**src/rtl/state_trace_pkg.sv**
```systemverilog
// Shared defaults, trace entry layout and pointer sizing for the state trace buffer.
package state_trace_pkg;

  localparam int unsigned STATE_W_DEFAULT = 5;
  localparam int unsigned TS_W_DEFAULT    = 16;

  typedef struct packed {
    logic [TS_W_DEFAULT-1:0]    ts;
    logic [STATE_W_DEFAULT-1:0] state;
  } trace_entry_t;

  // One extra pointer bit separates full from empty when the index bits match.
  function automatic int unsigned ptr_width(input int unsigned depth);
    return $clog2(depth) + 1;
  endfunction

endpackage

```
**src/rtl/trace_fifo.sv**
```systemverilog
// First-word fall-through FIFO holding captured trace entries.
// Synchronous active-low reset; clr flushes both pointers and wins over push/pop.
module trace_fifo
  import state_trace_pkg::*;
#(
  parameter int unsigned DEPTH = 16,
  parameter type entry_t = trace_entry_t
) (
  input  logic                 clk_i,
  input  logic                 rst_ni,
  input  logic                 clr_i,
  input  logic                 push_i,
  input  entry_t               wr_data_i,
  input  logic                 pop_i,
  output entry_t               rd_data_o,
  output logic [$clog2(DEPTH):0] count_o,
  output logic                 full_o,
  output logic                 empty_o
);

  localparam int unsigned PTR_W = ptr_width(DEPTH);
  localparam int unsigned IDX_W = PTR_W - 1;

  entry_t           mem_q [DEPTH];
  logic [PTR_W-1:0] wr_ptr_q, wr_ptr_d;
  logic [PTR_W-1:0] rd_ptr_q, rd_ptr_d;
  logic             do_push;
  logic             do_pop;

  assign empty_o = (wr_ptr_q == rd_ptr_q);
  assign full_o  = (wr_ptr_q[PTR_W-1] != rd_ptr_q[PTR_W-1]) &&
                   (wr_ptr_q[IDX_W-1:0] == rd_ptr_q[IDX_W-1:0]);
  assign count_o = wr_ptr_q - rd_ptr_q;

  // A full FIFO still accepts a write when the head leaves in the same cycle.
  assign do_pop  = pop_i && !empty_o;
  assign do_push = push_i && (!full_o || do_pop);

  // Storage is not reset; the head is masked while empty so it reads 0 after reset.
  assign rd_data_o = empty_o ? '0 : mem_q[rd_ptr_q[IDX_W-1:0]];

  always_comb begin
    wr_ptr_d = wr_ptr_q;
    rd_ptr_d = rd_ptr_q;
    if (clr_i) begin
      wr_ptr_d = '0;
      rd_ptr_d = '0;
    end else begin
      if (do_push) wr_ptr_d = wr_ptr_q + PTR_W'(1);
      if (do_pop)  rd_ptr_d = rd_ptr_q + PTR_W'(1);
    end
  end

  always_ff @(posedge clk_i) begin
    if (!rst_ni) begin
      wr_ptr_q <= '0;
      rd_ptr_q <= '0;
    end else begin
      wr_ptr_q <= wr_ptr_d;
      rd_ptr_q <= rd_ptr_d;
    end
  end

  always_ff @(posedge clk_i) begin
    if (rst_ni && do_push && !clr_i) begin
      mem_q[wr_ptr_q[IDX_W-1:0]] <= wr_data_i;
    end
  end

endmodule

```
**src/rtl/state_trace_buffer.sv**
```systemverilog
// Records every change of the observed FSM state with a cycle timestamp into a FIFO.
// Optional cycle-limit halt enabled by defining STATE_TRACE_HALT_EN.
module state_trace_buffer
  import state_trace_pkg::*;
#(
  parameter int unsigned STATE_W    = STATE_W_DEFAULT,
  parameter int unsigned TS_W       = TS_W_DEFAULT,
  parameter int unsigned DEPTH      = 16,
  parameter int unsigned MAX_CYCLES = 63
) (
  input  logic                      clk,
  input  logic                      reset,
  input  logic [STATE_W-1:0]        state_in,
  input  logic                      trace_en,
  input  logic                      clr,
  output logic                      rd_valid,
  input  logic                      rd_ready,
  output logic [TS_W+STATE_W-1:0]   rd_data,
  output logic [$clog2(DEPTH):0]    count,
  output logic                      overflow,
  output logic [7:0]                drop_count,
  output logic                      halt
);

  typedef struct packed {
    logic [TS_W-1:0]    ts;
    logic [STATE_W-1:0] state;
  } entry_t;

  logic [TS_W-1:0]    ts_q, ts_d;
  logic [STATE_W-1:0] prev_q;
  logic               first_q, first_d;
  logic               overflow_q, overflow_d;
  logic [7:0]         drop_q, drop_d;
  logic               halt_w;
  logic               capture;
  logic               pop;
  logic               push;
  logic               drop;
  logic               fifo_full;
  logic               fifo_empty;
  entry_t             wr_entry;
  entry_t             head;

  assign capture  = trace_en && (first_q || (state_in != prev_q)) && !halt_w;
  assign pop      = rd_valid && rd_ready;
  assign push     = capture && (!fifo_full || pop);
  assign drop     = capture && fifo_full && !pop;
  assign wr_entry = '{ts: ts_q, state: state_in};

  trace_fifo #(
    .DEPTH   (DEPTH),
    .entry_t (entry_t)
  ) u_fifo (
    .clk_i     (clk),
    .rst_ni    (reset),
    .clr_i     (clr),
    .push_i    (push),
    .wr_data_i (wr_entry),
    .pop_i     (pop),
    .rd_data_o (head),
    .count_o   (count),
    .full_o    (fifo_full),
    .empty_o   (fifo_empty)
  );

  assign rd_valid   = !fifo_empty;
  assign rd_data    = head;
  assign overflow   = overflow_q;
  assign drop_count = drop_q;

  always_comb begin
    ts_d       = ts_q + TS_W'(1);
    first_d    = first_q && !trace_en;
    overflow_d = overflow_q;
    drop_d     = drop_q;
    if (clr) begin
      overflow_d = 1'b0;
      drop_d     = 8'd0;
    end else if (drop) begin
      overflow_d = 1'b1;
      if (drop_q != 8'hFF) drop_d = drop_q + 8'd1;
    end
  end

  always_ff @(posedge clk) begin
    if (!reset) begin
      ts_q       <= '0;
      prev_q     <= '0;
      first_q    <= 1'b1;
      overflow_q <= 1'b0;
      drop_q     <= 8'd0;
    end else begin
      ts_q       <= ts_d;
      prev_q     <= state_in;
      first_q    <= first_d;
      overflow_q <= overflow_d;
      drop_q     <= drop_d;
    end
  end

`ifdef STATE_TRACE_HALT_EN
  localparam int unsigned CYC_W = $clog2(MAX_CYCLES + 1);

  logic [CYC_W-1:0] cyc_q, cyc_d;
  logic             halt_q, halt_d;

  // Halt rises on the edge where the counter reaches the limit; counter then freezes.
  always_comb begin
    cyc_d  = cyc_q;
    halt_d = halt_q;
    if (!halt_q) begin
      cyc_d  = cyc_q + CYC_W'(1);
      halt_d = (cyc_d == CYC_W'(MAX_CYCLES));
    end
  end

  always_ff @(posedge clk) begin
    if (!reset) begin
      cyc_q  <= '0;
      halt_q <= 1'b0;
    end else begin
      cyc_q  <= cyc_d;
      halt_q <= halt_d;
    end
  end

  assign halt_w = halt_q;
  assign halt   = halt_q;
`else
  logic unused_max_cycles;
  assign unused_max_cycles = ^MAX_CYCLES;
  assign halt_w = 1'b0;
  assign halt   = 1'b0;
`endif

endmodule

```
**config.mk**
```make
export PLATFORM = sky130hd
export DESIGN_NAME = state_trace_buffer
export DESIGN_NICKNAME = d
export VERILOG_FILES = /design/src/rtl/state_trace_pkg.sv /design/src/rtl/trace_fifo.sv /design/src/rtl/state_trace_buffer.sv
export SDC_FILE = /design/constraint.sdc
export NUM_CORES = 1
export LEC_CHECK = 0
export BUFFER_PORTS_ARGS = -buffer_cell sky130_fd_sc_hd__buf_2
export CAP_MARGIN = 10
export CORE_UTILIZATION = 66
export CTS_CLUSTER_SIZE = 16
export DETAILED_ROUTE_END_ITERATION = 8
export PLACE_DENSITY = 0.84
export SLEW_MARGIN = 30
export SYNTH_ARGS = -nofsm -noshare
export SYNTH_HDL_FRONTEND = slang
export SYNTH_SLANG_ARGS = --single-unit
```
**constraint.sdc**
```tcl
create_clock -name clk -period 8.25 [get_ports clk]
set_input_delay 0.4125 -clock clk [delete_from_list [all_inputs] [get_ports clk]]
set_output_delay 0.4125 -clock clk [all_outputs]
set_load 0.02 [all_outputs]
```
* Word-level counts from Yosys, hierarchy flattened
Memories as Yosys holds them, arrays and structs flattened. A register that Yosys moved wholly into a read port is not among the register bits.
Index checks and enable logic that the tools add are counted.
** Storage, ports and cells
- Flip-flop bits (word level) :: 41
- Bits in latches :: 0
- RAM bits :: 336
- ROM bits :: 0
- Bits of input ports :: 10
- Word-level logic and storage cells :: 45
- Memories :: 1
** Memory list
- u_fifo.mem_q :: words 16, bits a word 21, read ports 1, clocked after memory_dff 1, wr ports 1, RTL line trace_fifo.sv:24 : entry_t mem_q [DEPTH];
** Operators by class
- $add $sub $neg :: 5
- Multiply operators :: 0
- Divide/modulo/power cells :: 0
- $lt $le $gt $ge :: 0
- Equality and inequality tests :: 5
- Shifts and indexed selects :: 0
- Multiplexer cells :: 5
- Bitwise logic cells :: 1
- Reductions and logical operators :: 21
** Operators with widths (count)
- $mux 21 :: 1
- $add 16x1->16 const B :: 1
- $logic_and 1x1->1 :: 11
- $add 5x1->5 const B :: 2
- $add 8x1->8 const B :: 1
- $mux 4 :: 2
- $ne 8x8->1 const B :: 1
- $eq 5x5->1 :: 1
- $logic_not 1->1 :: 5
- $ne 5x5->1 :: 1
- $sub 5x5->5 :: 1
- $eq 4x4->1 :: 1
- $logic_or 1x1->1 :: 3
- $mux 1 :: 2
- $reduce_and 2->1 :: 1
- $reduce_or 2->1 :: 1
- $ne 1x1->1 :: 1
- $not 1->1 :: 1

* Longest topological paths before layout
- Word-level depth :: 10
- Gate-level depth with buffers :: 7

* Modules after synthesis
From an unflattened synthesis, not the netlist that was laid out.
** Unflattened totals
- Cells, all modules :: 785
- Area, all modules :: 15063.2 um^2
** By module, submodules not included
- trace_fifo :: instances 1, cells an instance 623, area an instance 13639.3 um^2
- state_trace_buffer :: instances 1, cells an instance 162, area an instance 1423.9 um^2

* Least setup slack after synthesis
OpenSTA, ideal clock, no wires.
- Kind :: register to register
- Start point :: register u_fifo.wr_ptr_q[0]
- End point :: memory u_fifo.mem_q[0][0] in the netlist's numbering, enable pin
- Setup time :: 0.425 ns
- Arrival time :: 3.229 ns
- Required time :: 7.825 ns
- Path slack :: 4.596 ns
- Stages on the path, launching flop included :: 8
- Buffers on the path :: 0
- Clock period less this slack :: 3.654 ns
- Cells stage by stage :: dfxtp_1 inv_1 ha_1 nand4_1 nor3_1 a211oi_1 nand3_1 nor3_1
** Between the ends
- Longest elaborated chain between the ends :: 10
- Elaborated cells on any way between the ends :: 15
- Those cells by class :: 2 x eq/ne; 2 x mux; 11 x reduce/logical
** Ends and longest elaborated chain
- from (decl) :: RTL line trace_fifo.sv:25 : logic [PTR_W-1:0] wr_ptr_q, wr_ptr_d;
- from (signal assigned) :: RTL line trace_fifo.sv:59 : wr_ptr_q <= wr_ptr_d;
- $eq 5x5->1 or $eq 4x4->1 (tied branches) :: RTL line trace_fifo.sv:30, trace_fifo.sv:32
- $logic_not 1->1 or $logic_and 1x1->1 (tied branches) :: RTL line trace_fifo.sv:36, state_trace_buffer.sv:67, trace_fifo.sv:31
- $logic_and 1x1->1 or $logic_not 1->1 (tied branches) :: RTL line state_trace_buffer.sv:46, trace_fifo.sv:37, state_trace_buffer.sv:47
- $logic_or 1x1->1 or $logic_and 1x1->1 (tied branches) :: RTL line state_trace_buffer.sv:47, trace_fifo.sv:36
- $logic_and 1x1->1 or $logic_or 1x1->1 (tied branches) :: RTL line state_trace_buffer.sv:47, trace_fifo.sv:37
- $logic_and 1x1->1 :: RTL line trace_fifo.sv:37 : assign do_push = push_i && (!full_o || do_pop);
- $logic_and 1x1->1 (2 in a row) :: RTL line trace_fifo.sv:65 : if (rst_ni && do_push && !clr_i) begin
- $mux 1 :: RTL line trace_fifo.sv:65
- $mux 1 (implied by the code) :: RTL line trace_fifo.sv:66 : mem_q[wr_ptr_q[IDX_W-1:0]] <= wr_data_i;
- to (decl) :: RTL line trace_fifo.sv:24
Several ways; a longest one is shown, not always the timed one.

==> flow_summary.json <==
{
  "status": "finished with violations",
  "violations": "design-rule violations",
  "slowest_delay_ps": 900,
  "syn_area_um2": 14870,
  "port_buffers": 45,
  "ys_ff_latch": 381,
  "power_density_nw_per_um2": 232.6,
  "cp-end-kind": "output pin",
  "drive_gt1_share_pct": 27.23,
  "tritoncts": "built",
  "die_y_um": 152.1,
  "antenna_found_initial": 0,
  "p_int_uw": 3156,
  "rrSetupSlack_ps": 4750,
  "hold_class": "in2reg",
  "swShare_pct": 19.34,
  "path_cells": "buf_4 > mux4_2 > mux2i_1 > o22ai_1 > buf_2",
  "fillers": 1109,
  "hold_buffers": 0,
  "cts.sinks": 381,
  "first_pass_iters": 7,
  "hold_viol_final": 0,
  "async_reset_ff_share_pct": 0,
  "dp_hpwl_um": 16920,
  "avgSynthCellArea_um2": 19.46,
  "cts_inserted_buffers": 37,
  "cts_resized": 0,
  "viasPerCell": 6.751,
  "clkTransAtPathRegs_ps": 60,
  "first_iter_violations": 841,
  "ant_nets": 0,
  "vias": 7716,
  "crit_fanout": 44,
  "routabilityCongestion": 0.8406,
  "cts_setup_buffers": 0,
  "tns_ps": 0,
  "max_freq_ghz": 0.2586,
  "grt_pass1_wl_um": 48450,
  "p_comb_share_pct": 2.0,
  "grt_max_degree": 45,
  "synth_edf_count": 336,
  "yosysWarnings": 0,
  "grtUsageTotal_pct": 28.72,
  "htree_levels": 2,
  "layout.nets": 856,
  "arrival_ps": 3450,
  "start_kind": "flip-flop",
  "antennaDiodeCount": 0,
  "max-slew-margin-rel_pct": 40.33,
  "placed_cells": 1075,
  "clk-insertion-delay-late_ps": 530,
  "root_buffer": "clkbuf_16",
  "die_w_um": 152.1,
  "finalCriticalPeriod_ps": 3867,
  "grt.overflow.total": 0,
  "pwr-share-clk_pct": 44.4,
  "drt_wl_total_um": 31940,
  "worstMarginPinSlew_ps": 895.0,
  "final_cells": 1143,
  "crit_slowest_cell": "dfxtp_4",
  "seqPwrFrac_pct": 53.6,
  "setup_viol": 0,
  "required_ps": 7840,
  "syn_inst": 764,
  "synth_cell_types": 45,
  "netSwitchingPower_uw": 756.8,
  "fin_ws_ps": 4383,
  "pre_cts_ws_ps": 4825,
  "clock_path_buffers": 3,
  "syn-num-nets": 786,
  "finalCritPeriodShare_pct": 46.87,
  "vdd.ir_drop.worst_mv": 0.1995,
  "syn2layout_area_growth_pct": 13.14,
  "finalClockSkew_ps": 25.07,
  "synth_ff_type": "edfxtp_1",
  "die-area_um2": 23140,
  "num_io_pins": 47,
  "crit_type": "reg2out",
  "power.leakage_uw": 0.005205,
  "wl_per_cell_um": 27.94,
  "core_um2": 21960,
  "first_global_vias": 8018,
  "drc": 9,
  "final-max-slew-violation-count": 0,
  "rows": 54,
  "rsz0062_at_grt": "no",
  "seq_area_frac_synth_pct": 73.91,
  "max_cap_violations": 0,
  "start_util_pct": 67.72
}
-- power by group through the flow --
| stage | Combinational, uW | Clock, uW | Sequential, uW |
|---|---|---|---|
| 6_report | 77.9 | 1740 | 2100 |
| 3_5_place_dp | 76.8 | 0 | 2140 |
| 4_1_cts | 78.1 | 1750 | 2100 |
| 2_1_floorplan | 50.7 | 0 | 2130 |
| 5_1_grt | 83.1 | 1820 | 2100 |
| 3_3_place_gp | 73.1 | 0 | 2140 |
-- cell families (layout without fill, tap and decap cells) --
| group | count (synthesis) | in the layout | synth area share, % |
|---|---|---|---|
| other | 1 | 1 | 0.02522 |
| buffers and inverters | 48 | 147 | 1.296 |
| and+or+nand+nor | 114 | 114 | 4.039 |
| muxes | 127 | 127 | 15.62 |
| AOI/OAI and AO/OA | 54 | 54 | 2.465 |
| DFF | 381 | 381 | 73.91 |
| xor gates and xnor gates | 27 | 27 | 1.590 |
| adders and majority gates | 12 | 12 | 1.060 |
-- cell usage in the layout, fill, tap and decap left out, types with 10 or more instances in the layout --
cell type | Yosys | layout
ha_1 | 11 | 11
nor2_2 | 0 | 12
nor2_1 | 27 | 15
and2_1 | 18 | 18
nand3_1 | 16 | 16
clkbuf_16 | 0 | 40
dfxtp_1 | 45 | 42
buf_2 | 7 | 45
nand2_1 | 14 | 14
buf_4 | 1 | 20
mux4_2 | 84 | 84
xnor2_1 | 17 | 17
o22ai_1 | 21 | 21
mux2i_1 | 43 | 43
edfxtp_1 | 336 | 336
inv_1 | 12 | 12
xor2_1 | 10 | 10
-- registers in the layout (all words and copies together) (netlist names), named ones only --
register         cells
ts_q                16
u_fifo.wr_ptr_q      5
prev_q               5
overflow             1
u_fifo.mem_q       336
first_q              1
u_fifo.rd_ptr_q      5
drop_count           8
-- synth_stat cells, types with 8 or more instances --
cell type	n	area [um^2]
nand2_1	14	52.55
inv_1	12	45.04
edfxtp_1	336	10090
buf_1	10	37.54
ha_1	11	137.6
dfxtp_1	45	900.9
mux4_2	84	1892
clkbuf_1	18	67.56
xor2_1	10	87.58
mux2i_1	43	430.4
nand4_1	8	50.05
xnor2_1	17	148.9
nor2_1	27	101.4
a21oi_1	8	40.04
nand3_1	16	80.08
and2_1	18	112.6
o22ai_1	21	131.4
-- area by class of cell --
class	instances	area, um^2	area share (%)
clock buffers	53	1120	6.656
clock inverters	15	151.4	0.8998
inverters	12	45.04	0.2677
multi-input cells	335	3744	22.25
flip-flops and latches	381	11000	65.38
well taps	280	350.3	2.082
repair buffers	67	415.4	2.469
-- metal layers --
layer / global-route usage [%] / vias up / part of all wire [%]
met3: 3.736 / 74 / 6.7
met1: 38.31 / 4052 / 38
met2: 48.83 / 356 / 53
li1: - / 3234 / -
met5: 0 / - / 0
met4: 11.52 / 0 / 3.0
-- final timing paths --
kind | start | endpoint | depth (start not counted)
worst max register to register | u_fifo.wr_ptr_q[2]$_SDFFE_PP0P_ | u_fifo.mem_q[2][17]$_DFFE_PP_ | 7
worst max-delay path | flip-flop | rd_data[6] | 5
worst min register to register | overflow$_SDFFE_PP0P_ | overflow$_SDFFE_PP0P_ | 2
worst min-delay path | trace_en | first_q$_SDFF_PN1_ | 2
-- worst max-delay path, delay by kind of cell, from the launching register on --
kind,cells,cell delay (ps)
buffers and inverters,2,1020
flip-flops,1,900
multiplexers,2,820
AO/OA/AOI/OAI,1,140
-- per-stage QoR --
stage | util [%] | area (um^2) | power (uW) | hold slack [ps]
5_1_grt | 76.62 | 16820 | 4002 | 153.8
4_1_cts | 76.62 | 16820 | 3929 | 121.9
6_report | 76.62 | 16820 | 3913 | 139.6
3_3_place_gp | 70.62 | 15510 | 2211 | 446.6
2_1_floorplan | - | 14870 | 2185 | 440.9
3_5_place_dp | 70.83 | 15550 | 2216 | 458.5
Power figures use the tool's default switching activity.
